### src/rtl/al4s3b_wb_pkg.sv
// Shared state encoding and constants for the AL4S3B Wishbone initiator.
package al4s3b_wb_pkg;

    typedef enum logic [1:0] {
        WB_IDLE = 2'd0,
        WB_BUS  = 2'd1,
        WB_RESP = 2'd2
    } wb_state_e;

    localparam logic [31:0] WB_ERR_DATA_DEFAULT = 32'hFABDEFAC;
    localparam int unsigned WB_ADR_SHIFT        = 2;

endpackage

### src/rtl/al4s3b_wb_timeout.sv
// Saturating bus watchdog: counts enabled cycles, flags the final allowed cycle.
module al4s3b_wb_timeout #(
    parameter int unsigned TIMEOUT_CYCLES = 16
) (
    input  logic clk,
    input  logic rst_n,
    input  logic clear_i,
    input  logic enable_i,
    output logic expired_c
);

    localparam int unsigned      CNT_W    = $clog2(TIMEOUT_CYCLES);
    localparam logic [CNT_W-1:0] CNT_LAST = CNT_W'(TIMEOUT_CYCLES - 1);

    logic [CNT_W-1:0] cnt_q;
    logic [CNT_W-1:0] cnt_d;

    always_comb begin
        cnt_d = cnt_q;
        if (clear_i) begin
            cnt_d = '0;
        end else if (enable_i && (cnt_q != CNT_LAST)) begin
            cnt_d = cnt_q + CNT_W'(1);
        end
    end

    always_ff @(posedge clk) begin
        if (!rst_n) begin
            cnt_q <= '0;
        end else begin
            cnt_q <= cnt_d;
        end
    end

    assign expired_c = (cnt_q == CNT_LAST);

endmodule

### src/rtl/al4s3b_wb_master.sv
// Single-outstanding Wishbone initiator for local register requests.
// Define WBM_TIMEOUT_EN to add the bus-timeout watchdog.
module al4s3b_wb_master
    import al4s3b_wb_pkg::*;
#(
    parameter int unsigned ADDRWIDTH      = 10,
    parameter int unsigned DATAWIDTH      = 32,
    parameter int unsigned TIMEOUT_CYCLES = 16,
    parameter logic [31:0] ERR_DATA       = WB_ERR_DATA_DEFAULT
) (
    input  logic                 WBs_CLK_i,
    input  logic                 WBs_RST_i,
    input  logic                 req_valid_i,
    output logic                 req_ready_o,
    input  logic                 req_we_i,
    input  logic [ADDRWIDTH-1:0] req_adr_i,
    input  logic [3:0]           req_sel_i,
    input  logic [DATAWIDTH-1:0] req_dat_i,
    output logic                 rsp_valid_o,
    input  logic                 rsp_ready_i,
    output logic [DATAWIDTH-1:0] rsp_dat_o,
    output logic                 rsp_err_o,
    output logic [ADDRWIDTH-1:0] WBm_ADR_o,
    output logic                 WBm_CYC_o,
    output logic                 WBm_STB_o,
    output logic                 WBm_WE_o,
    output logic [3:0]           WBm_BYTE_STB_o,
    output logic [DATAWIDTH-1:0] WBm_DAT_o,
    input  logic [DATAWIDTH-1:0] WBm_DAT_i,
    input  logic                 WBm_ACK_i
);

    if (TIMEOUT_CYCLES < 2) begin : g_bad_timeout
        $error("TIMEOUT_CYCLES must be at least 2");
    end

    wb_state_e            state_q, state_d;
    logic                 req_ready_q, req_ready_d;
    logic                 cyc_q, cyc_d;
    logic                 we_q, we_d;
    logic [3:0]           sel_q, sel_d;
    logic [ADDRWIDTH-1:0] adr_q, adr_d;
    logic [DATAWIDTH-1:0] dat_q, dat_d;
    logic                 rsp_valid_q, rsp_valid_d;
    logic [DATAWIDTH-1:0] rsp_dat_q, rsp_dat_d;
    logic                 rsp_err_q, rsp_err_d;
    logic                 req_fire;
    logic                 timeout_hit;

    assign req_fire = req_valid_i & req_ready_q;

`ifdef WBM_TIMEOUT_EN
    logic to_expired;

    al4s3b_wb_timeout #(
        .TIMEOUT_CYCLES(TIMEOUT_CYCLES)
    ) u_timeout (
        .clk      (WBs_CLK_i),
        .rst_n    (WBs_RST_i),
        .clear_i  (state_q != WB_BUS),
        .enable_i ((state_q == WB_BUS) && !WBm_ACK_i),
        .expired_c(to_expired)
    );

    // An ACK on the expiry edge still completes normally.
    assign timeout_hit = (state_q == WB_BUS) && !WBm_ACK_i && to_expired;
`else
    assign timeout_hit = 1'b0;
`endif

    always_comb begin
        state_d     = state_q;
        cyc_d       = cyc_q;
        we_d        = we_q;
        sel_d       = sel_q;
        adr_d       = adr_q;
        dat_d       = dat_q;
        rsp_valid_d = rsp_valid_q;
        rsp_dat_d   = rsp_dat_q;
        rsp_err_d   = rsp_err_q;
        case (state_q)
            WB_IDLE: begin
                if (req_fire) begin
                    state_d = WB_BUS;
                    cyc_d   = 1'b1;
                    we_d    = req_we_i;
                    sel_d   = req_sel_i;
                    adr_d   = ADDRWIDTH'(req_adr_i >> WB_ADR_SHIFT);
                    dat_d   = req_dat_i;
                end
            end
            WB_BUS: begin
                if (WBm_ACK_i) begin
                    rsp_dat_d = we_q ? '0 : WBm_DAT_i;
                    rsp_err_d = 1'b0;
                end else if (timeout_hit) begin
                    rsp_dat_d = DATAWIDTH'(ERR_DATA);
                    rsp_err_d = 1'b1;
                end
                if (WBm_ACK_i || timeout_hit) begin
                    state_d     = WB_RESP;
                    cyc_d       = 1'b0;
                    we_d        = 1'b0;
                    rsp_valid_d = 1'b1;
                end
            end
            WB_RESP: begin
                if (rsp_ready_i) begin
                    state_d     = WB_IDLE;
                    rsp_valid_d = 1'b0;
                end
            end
            default: state_d = WB_IDLE;
        endcase
        req_ready_d = (state_d == WB_IDLE);
    end

    always_ff @(posedge WBs_CLK_i) begin
        if (!WBs_RST_i) begin
            state_q     <= WB_IDLE;
            req_ready_q <= 1'b0;
            cyc_q       <= 1'b0;
            we_q        <= 1'b0;
            sel_q       <= '0;
            adr_q       <= '0;
            dat_q       <= '0;
            rsp_valid_q <= 1'b0;
            rsp_dat_q   <= '0;
            rsp_err_q   <= 1'b0;
        end else begin
            state_q     <= state_d;
            req_ready_q <= req_ready_d;
            cyc_q       <= cyc_d;
            we_q        <= we_d;
            sel_q       <= sel_d;
            adr_q       <= adr_d;
            dat_q       <= dat_d;
            rsp_valid_q <= rsp_valid_d;
            rsp_dat_q   <= rsp_dat_d;
            rsp_err_q   <= rsp_err_d;
        end
    end

    assign req_ready_o    = req_ready_q;
    assign rsp_valid_o    = rsp_valid_q;
    assign rsp_dat_o      = rsp_dat_q;
    assign rsp_err_o      = rsp_err_q;
    assign WBm_ADR_o      = adr_q;
    assign WBm_CYC_o      = cyc_q;
    assign WBm_STB_o      = cyc_q;
    assign WBm_WE_o       = we_q;
    assign WBm_BYTE_STB_o = sel_q;
    assign WBm_DAT_o      = dat_q;

endmodule

### config.mk
export PLATFORM = sky130hd
export DESIGN_NAME = al4s3b_wb_master
export DESIGN_NICKNAME = d
export VERILOG_FILES = /design/src/rtl/al4s3b_wb_pkg.sv /design/src/rtl/al4s3b_wb_timeout.sv /design/src/rtl/al4s3b_wb_master.sv
export SDC_FILE = /design/constraint.sdc
export NUM_CORES = 1
export LEC_CHECK = 0
export ABC_AREA = 1
export BUFFER_PORTS_ARGS = -buffer_cell sky130_fd_sc_hd__buf_2
export CORE_AREA = 2 2 85 87
export DETAILED_ROUTE_END_ITERATION = 7
export DIE_AREA = 0 0 87 89
export GPL_TIMING_DRIVEN = 0
export PLACE_DENSITY = 0.81
export RECOVER_POWER = 100
export SLEW_MARGIN = 20
export SYNTH_ARGS = -nofsm -noshare
export SYNTH_HDL_FRONTEND = slang
export SYNTH_SLANG_ARGS = --single-unit
### constraint.sdc
create_clock -name WBs_CLK_i -period 3.3 [get_ports WBs_CLK_i]
set_input_delay 0.495 -clock WBs_CLK_i [delete_from_list [all_inputs] [get_ports WBs_CLK_i]]
set_output_delay 0.495 -clock WBs_CLK_i [all_outputs]
set_load 0.05 [all_outputs]
==> metrics.md <==
| Metric | Value |
|---|---|
| Status | `complete, no violations` |
| Io pins | `roughly 170` |
| GRT Overall Usage | `0.225` |
| IO Port Bufs | `between 150 and 200` |
| Critical Path RT | `roughly 3500 ps` |
| Routability Congestion | `about 0.80` |
| H-tree depth | `3` |
| EDFF count, synth | `0` |
| Area grow syn2layout | `30.7%` |
| Cell with the most instances after synthesis | `nand2_1` |
| Peak VDD IR | `around 300 uV` |
| Data arrival time of the critical path | `around 2200 ps` |
| Standard-cell rows | `30` |
| Post-synth top cells | `nand2_1, dfxtp_1, a21oi_1` |
| Final Util | `0.636` |
| Remaining antenna violation count | `0` |
| Primary FF master, synth | `dfxtp_1` |
| Area leader, netlist | `dfxtp_1` |
| Layout Skew | `roughly 8.6 ps` |
| ANT cells | `0` |
| CTS sink count | `82` |
| Met3 Usage GRT | `0.0563` |
| Hold buffers post-CTS | `0` |
| Proportion of layout cells with a drive suffix above 1 | `0.176` |
| Leak | `1.92 nW` |
| Crit-path max FO | `10` |
| Final setup viols | `0` |
| Cell variety after synth | `16` |
| Sequential area share after synthesis | `0.502` |
| Hold crit path type | `in2reg` |
| Setup total negative slack | `0 ps` |
| Drt drc | `0` |
| Cells after synthesis | `roughly 460` |
| TritonRoute pass-1 iters | `4` |
| Fill cells | `around 680` |
| Syn avg cell area | `7.15 um^2` |
| Gr busiest metal | `met2` |
| Flops & latches, synth | `82` |
| Synth Cell Area | `~0.0033 mm^2` |
| Yosys warnings | `0` |
| Iter 0 DRT Violations | `151` |
| Worst skew pair latency | `approximately 350 ps` |
| Largest net degree at the start of global routing | `15` |
| # resized after CTS | `0` |
| CORE AREA | `about 0.0067 mm^2` |
| Slew headroom | `0.525` |
| Worst Setup Slack, final | `1380 ps` |
| Kind of critical path | `reg2reg` |
| Area contributors post-synth | `dfxtp_1, nand2_1, a21oi_1` |
| Clk buf depth | `2` |
| Critical path launch point type | `register` |
| First-pass GRT wire length | `13.9 mm` |
| Die Y | `slightly below 90 um` |
| M1 GR Usage | `0.276` |
| Via count | `between 3000 and 4000` |
| Per-cell routed wire length | `12.2 um` |
| Die area | `a little under 0.008 mm^2` |
| Slew of the pin with the lowest slew margin | `between 700 and 800 ps` |
| Final period util | `0.582` |
| Worst R2R Start | `state_q[0]` |
| Layout Cells excl Fill | `between 700 and 800` |
| CTS buffer count | `9` |
| Final Hold Fails | `0` |
| CTS tree | `done` |
| Starting Density | `0.487` |
| Fmax achieved | `between 0.5 and 0.6 GHz` |
| Hold_sp | `WBm_DAT_i[24]` |
| Chip width | `just under 90 um` |
| Post-detail-place hpwl | `between 6 and 7 mm` |
| Worst-path clk slew | `90 ps` |
| Yosys top cell area share | `0.502` |
| Async SR Flop Fraction | `0` |
| Final WL | `between 8 and 9 mm` |
| RSZ-0062 raised after global routing | `false` |
| Vias in the first global route | `between 3000 and 4000` |
| Max-slew violation count | `0` |
| Root Buffer | `clkbuf_8` |
| Post-place setup slack | `roughly 1700 ps` |
| Pwr dens | `556 mW/mm^2` |
| Global route total overflow | `0` |
| Crit end category | `register` |
| MaxCap Viol Count | `0` |
| Crit. Startpoint | `state_q[0]` |
| # placed instances | `about 700` |
| Postcts setup bufs | `0` |
| Clock period minus final worst setup slack | `around 1900 ps` |
| # nets final | `a little over 700` |
| Met2 global-route usage | `0.381` |
| Vias per std cell | `roughly 4.8` |
| Number of antenna violations at the first check in global routing | `0` |
==> layer usage <==
| metal | share of wire | up-vias |
|---|---|---|
| met5 | 0 | - |
| met4 | 0.015 | 0 |
| met3 | 0.078 | 13 |
| met2 | 0.47 | 122 |
| met1 | 0.44 | 1508 |
| li1 | - | 1767 |
==> layout by cell type, fill, tap and decap left out, drive strengths merged <==
cell	synthesis	routed
nand2	153	153
clkbuf	8	110
buf	27	97
dfxtp	82	82
a21oi	62	62
nand3	48	48
inv	39	40
nor2	36	36
conb	1	3
nand3b	2	2
bufinv	0	2
clkinv	0	1
clkinvlp	0	1
==> logic make-up (layout without fill, tap and decap cells) <==
| logic type | Yosys count | count (layout) | share of synthesized area |
|---|---|---|---|
| buffers and inverters | 74 | 251 | 0.102 |
| and+or+nand+nor | 239 | 239 | 0.300 |
| DFF | 82 | 82 | 0.502 |
| other | 1 | 3 | 0.00115 |
| AOI/OAI and AO/OA | 62 | 62 | 0.0948 |
==> sequential cells by signal (all words and copies together) (netlist names) <==
signal	cells
WBm_ADR_o	8
WBm_BYTE_STB_o	4
WBm_CYC_o	1
WBm_DAT_o	32
WBm_WE_o	1
req_ready_o	1
rsp_dat_o	32
rsp_valid_o	1
state_q	2
==> worst max-delay path: stages, from the launching register on <==
cell and delay (ps):
dfxtp_1 350, nor2_1 570, nand2_2 130, clkbuf_1 260, clkbuf_1 290, nand2_1 110, a21oi_1 80
==> layout make-up <==
type	instances	area, um^2	share of cell area
inverters	39	146	0.0342
multi-input cells	304	1290	0.301
clock inverters	5	85.1	0.0199
flip-flops and latches	82	1640	0.384
plain buffers	35	159	0.0372
well taps	80	100	0.0234
repair buffers	161	704	0.165
clock buffers	11	151	0.0354
==> worst paths after layout <==
path              slack, ps            end  depth (start not counted)
hold / removal          370  rsp_dat_o[24]                          3
hold reg to reg         460    rsp_valid_o                          2
setup / recovery       1380   WBm_DAT_o[1]                          6
setup reg to reg       1380   WBm_DAT_o[1]                          6
==> per-stage QoR <==
step / cell area, um^2 / hold slack [ps] / total power, mW
after floorplan: 3280 / 541 / 1.44
final: 4280 / 374 / 2.38
after detailed placement: 4190 / 451 / 1.58
after global placement: 4190 / 445 / 1.57
after CTS: 4420 / 360 / 2.41
after global routing: 4280 / 364 / 2.48
==> report_power, final <==
part	internal, mW	leakage, nW	switching (mW)	total (mW)
logic	0.117	1.14	0.350	0.468
registers	1.04	0.667	0.0282	1.07
clock network	0.471	0.116	0.368	0.840
total	1.63	1.92	0.747	2.38
No activity file was read; power rests on OpenSTA's default activity.
